===== config.mk =====
export PLATFORM = sky130hd
export DESIGN_NAME = int_root_seq
export DESIGN_NICKNAME = d
export VERILOG_FILES = /design/src/rtl/int_root_seq.sv
export SDC_FILE = /design/constraint.sdc
export NUM_CORES = 2
export LEC_CHECK = 0
export BUFFER_PORTS_ARGS = -buffer_cell sky130_fd_sc_hd__buf_2
export CORE_MARGIN = 2
export CORE_UTILIZATION = 60
export CTS_BUF_LIST = sky130_fd_sc_hd__clkbuf_16
export DETAILED_ROUTE_END_ITERATION = 10
export PLACE_DENSITY_LB_ADDON = 0.15
export SYNTH_ARGS = -nofsm -noshare
export SYNTH_HDL_FRONTEND = slang
export SYNTH_SLANG_ARGS = --single-unit
export TNS_END_PERCENT = 10

===== constraint.sdc =====
create_clock -name clk -period 56 [get_ports clk]
set_input_delay 0 -clock clk [delete_from_list [all_inputs] [get_ports clk]]
set_output_delay 0 -clock clk [all_outputs]
set_load 0.005 [all_outputs]

===== src/rtl/int_root_seq.sv =====
// rtl/int_root_seq.sv - sequential bit-serial integer square/cube root
//
// Ports:
//   clk, rst           rising-edge clock, synchronous active-high reset
//   in_valid/in_ready  operand handshake (in_ready high only in IDLE)
//   mode               0 = square root, 1 = cube root (latched on accept)
//   number             unsigned WIDTH-bit operand (latched on accept)
//   out_valid/out_ready result handshake (out_valid high only in DONE)
//   root               floor root, RW bits
//   rem                number - root^k, WIDTH bits
//   exact              rem == 0
//   busy               high while iterating (CALC)
//
// One result bit is resolved per CALC cycle, MSB first. The operation takes
// RW cycles for a square root and ceil(WIDTH/3) cycles for a cube root.
module int_root_seq #(
    parameter int WIDTH = 32,
    localparam int RW = WIDTH / 2
) (
    input  logic             clk,
    input  logic             rst,
    input  logic             in_valid,
    output logic             in_ready,
    input  logic             mode,
    input  logic [WIDTH-1:0] number,
    output logic             out_valid,
    input  logic             out_ready,
    output logic [RW-1:0]    root,
    output logic [WIDTH-1:0] rem,
    output logic             exact,
    output logic             busy
);

    // Power width: a RW-bit value cubed needs 3*RW bits.
    localparam int PW  = 3 * RW;
    localparam int NSQ = RW;
    localparam int NCU = (WIDTH + 2) / 3;
    localparam int IW  = (RW > 1) ? $clog2(RW) : 1;

    typedef enum logic [1:0] {
        IDLE,
        CALC,
        DONE
    } state_t;

    state_t           state;
    logic [WIDTH-1:0] operand;
    logic             mode_r;
    logic [IW-1:0]    idx;
    // Power of the root accumulated so far; never exceeds the operand,
    // so WIDTH bits suffice.
    logic [WIDTH-1:0] pow;

    logic [RW-1:0]    trial;
    logic [PW-1:0]    tw;
    logic [PW-1:0]    sq;
    logic [PW-1:0]    cu;
    logic [PW-1:0]    pow_trial;
    logic [PW-1:0]    op_ext;
    logic             keep;
    logic [WIDTH-1:0] pow_sel;
    logic [WIDTH-1:0] rem_next;

    always_comb begin
        trial     = root | (RW'(1) << idx);
        tw        = {{(PW-RW){1'b0}}, trial};
        sq        = tw * tw;
        cu        = sq * tw;
        pow_trial = mode_r ? cu : sq;
        op_ext    = {{(PW-WIDTH){1'b0}}, operand};
        keep      = (pow_trial <= op_ext);
        // When the bit is kept pow_trial <= operand, so its low bits are exact.
        pow_sel   = keep ? pow_trial[WIDTH-1:0] : pow;
        rem_next  = operand - pow_sel;
    end

    always_ff @(posedge clk) begin
        if (rst) begin
            state   <= IDLE;
            operand <= '0;
            mode_r  <= 1'b0;
            idx     <= '0;
            pow     <= '0;
            root    <= '0;
            rem     <= '0;
            exact   <= 1'b0;
        end else begin
            case (state)
                IDLE: begin
                    if (in_valid) begin
                        operand <= number;
                        mode_r  <= mode;
                        root    <= '0;
                        pow     <= '0;
                        idx     <= mode ? IW'(NCU - 1) : IW'(NSQ - 1);
                        state   <= CALC;
                    end
                end
                CALC: begin
                    if (keep) begin
                        root <= trial;
                        pow  <= pow_trial[WIDTH-1:0];
                    end
                    idx <= idx - IW'(1);
                    if (idx == '0) begin
                        rem   <= rem_next;
                        exact <= (rem_next == '0);
                        state <= DONE;
                    end
                end
                DONE: begin
                    if (out_ready) begin
                        state <= IDLE;
                    end
                end
                default: state <= IDLE;
            endcase
        end
    end

    assign in_ready  = (state == IDLE);
    assign busy      = (state == CALC);
    assign out_valid = (state == DONE);

endmodule

==> results_dict.tcl <==
set metrics [dict create \
    finalInstanceArea_sq_um 32000 \
    yosysSeqAreaShare 0.0806 \
    path_delay_family "adder cells" \
    synth_top_area_share 0.380 \
    max_stage_delay_ns 1.15 \
    worst_r2r_startpoint "idx[2]" \
    synth-seq-cells 120 \
    grt_pass1_wl_um 147000 \
    drv_cap 1 \
    setup-tns-final_ns 0 \
    crit_type "reg2reg" \
    vias 25500 \
    p_leak_nw 15.9 \
    r2r-end "exact" \
    grt_max_degree 75 \
    synth_top_area_cell "fa_1" \
    rsz0062_at_grt "no" \
    start_util 0.609 \
    clock.fmax_mhz 45.5 \
    yosys_warnings 0 \
    final.period_utilization 0.392 \
    hp-class "in2reg" \
    cp_max_fo 34 \
    critPathLaunch "idx[2]" \
    required_ns 56.34 \
    routabilityCongestion 0.994 \
    async_flop_share 0 \
    ys_types 86 \
    cts_sinks 120 \
    finalClockSkew_ns 0.0124 \
    postSynthAreaPerCell_sq_um 8.39 \
    drtIter0Drc 2009 \
    pwr_density_cell_nw_per_um2 14.8 \
    setup_viol 0 \
    core-area_sq_um 49000 \
    dieArea_sq_um 51500 \
    pin_count 89 \
    cpMostUsedCell "fa_1" \
    die_y_um 227 \
    synth_edf_count 0 \
    ff2ff_path_depth 65 \
    area_delta_synth_final_pct 7.34 \
    gr-total-overflow 0 \
    syn_area_sq_um 29800 \
    vdd_drop_max_mv 0.0289 \
    violations "capacitance limit, slew limit" \
    antenna_found_initial 1 \
    drc 0 \
    ys_top_cells_by_count "inv_1 (662), fa_1 (566), nand2_1 (551)" \
    hpwlAfterDp_um 71000 \
    grtUsageTotal 0.374 \
    fin_nets 4506 \
    cts_buffers 17 \
    synthTopCellsByArea "fa_1 (38%), ha_1 (12%), inv_1 (8.3%), dfxtp_1 (8.1%), nand2_1 (6.9%)" \
    status "finished with violations" \
    cts-root-buf "clkbuf_16" \
    slew_violations 9 \
    crit_buf_inv 6 \
    viasPerCell 5.94 \
    wl_per_cell_um 21.4 \
    r2r_slack_ns 34.04 \
    cts_buffer_depth 2 \
    n_fill_cell 4242 \
    yosysMostFrequentCell "inv_1" \
    ctsResizeCount 0 \
    num_rows 81 \
    fin_crit_ns 21.96 \
    die_width_um 227 \
    synth_top_flop_cell "dfxtp_1" \
    numPortBuffers 88 \
    start_kind "register" \
    end_kind "register" \
    cts-hold-fix-buffers 34 \
    netlist_instances 3551 \
    slew_headroom -0.0126 \
    holdPathStages 2 \
    cts_setup_buffers 0 \
    clk_pin_slew_worst_paths_ns 0.06 \
    final_hold_viol_count 0 \
    htree_levels 4 \
    post_dp_cell_area_sq_um 31100 \
    insertion_delay_ns 0.43 \
    fin_hold_ws_ns 0.0253 \
    cp_slowest_cell "xnor2_1" \
    max_slew.worst_pin.slew_ns 1.51 \
    drt_pass1_iterations 6 \
    critical_path_arrival_ns 22.30 \
    endpoint "exact" \
    drive_gt1_frac 0.0626 \
    cts_tree "done" \
    detail-route-antenna-nets 0 \
    grt_pass1_vias 26500 \
    totalWireLength_um 91800 \
    cp.depth 65 \
]
==> kinds of logic after synthesis <==
kind of cell | count (synthesis) | synth area share
AOI/OAI and AO/OA | 503 | 0.107
xor gates and xnor gates | 122 | 0.0359
adders and majority gates | 857 | 0.502
buffers and inverters | 819 | 0.104
DFF | 120 | 0.0806
muxes | 41 | 0.0141
other | 1 | 0.000126
and+or+nand+nor | 1088 | 0.156
==> metrics by stage <==
stage	util	setup slack [ns]	cells	power, mW
2_1_floorplan	-	37.90	3552	0.276
3_3_place_gp	0.635	35.03	4223	0.353
3_5_place_dp	0.635	34.45	4223	0.358
4_1_cts	0.654	34.35	4289	0.468
5_1_grt	0.654	32.80	4289	0.502
6_report	0.654	34.04	4290	0.474
==> per-layer routing <==
metal / global-route usage / vias up / share of wire
met5: 0 / - / 0.000087
met4: 0.165 / 2 / 0.051
met3: 0.0740 / 279 / 0.088
met2: 0.602 / 1172 / 0.47
met1: 0.492 / 12800 / 0.40
li1: - / 11200 / -
==> area by class of cell <==
class                      instances  area, sq um  area share
sequential                       120         2400      0.0751
inverter                         667         2500      0.0783
multi-input combinational       2613        24400       0.762
tap                              664          831      0.0260
timing repair buffer             193         1320      0.0411
antenna                            1         2.50   0.0000782
clock inverter                    15          138     0.00430
clock buffer                      17          425      0.0133
==> state kept, by name, summed over array words and instances (netlist names) <==
| signal | count |
|---|---|
| rem | 32 |
| pow | 32 |
| idx | 4 |
| mode_r | 1 |
| state | 2 |
| root | 16 |
| operand | 32 |
| exact | 1 |
==> how the worst min path moves through the flow <==
stage,to,start
final,rem[10],rst
after CTS,pow[19],rst
after global routing,pow[19],rst
after global placement,operand[26],number[26]
after floorplan,operand[0],number[0]
after detailed placement,operand[29],number[29]
==> power by group <==
part           total (mW)  internal (mW)  switching (mW)
clock               0.107         0.0645          0.0424
sequential         0.0968         0.0913         0.00555
combinational       0.271         0.0935           0.177
==> placed cells by master, fill, tap and decap left out, types with 8 or more instances in the layout <==
cell type / synthesis / layout
o21ai_0: 74 / 74
mux2_2: 8 / 8
a31oi_1: 21 / 17
buf_4: 0 / 72
and2_1: 43 / 43
nor4_1: 8 / 8
nand2b_1: 22 / 22
o21bai_1: 17 / 17
ha_1: 291 / 291
and3_1: 9 / 9
nor2_1: 312 / 311
a21o_1: 52 / 52
a21oi_1: 187 / 183
a22oi_1: 32 / 32
a211oi_1: 21 / 20
clkbuf_16: 0 / 17
o21a_1: 22 / 22
clkinv_1: 4 / 9
buf_2: 7 / 87
o211ai_1: 10 / 10
xnor2_1: 81 / 81
inv_1: 662 / 661
dlygate4sd3_1: 0 / 34
xor2_1: 41 / 41
nor3_1: 36 / 36
nor2b_1: 21 / 21
nand4_1: 24 / 24
nand3_1: 24 / 24
fa_1: 566 / 566
nand2_1: 551 / 550
dfxtp_1: 120 / 119
mux2i_1: 32 / 32
==> worst register-to-register path, delay by kind of cell, from the launching register on <==
kind            cells  cell delay, ns
fa+ha+maj          17            7.73
simple gates       18            5.31
compound gates     21            4.88
buf+inv             6            1.85
xor+xnor            3            1.40
flops               1            0.68
Power figures use the tool's default switching activity.
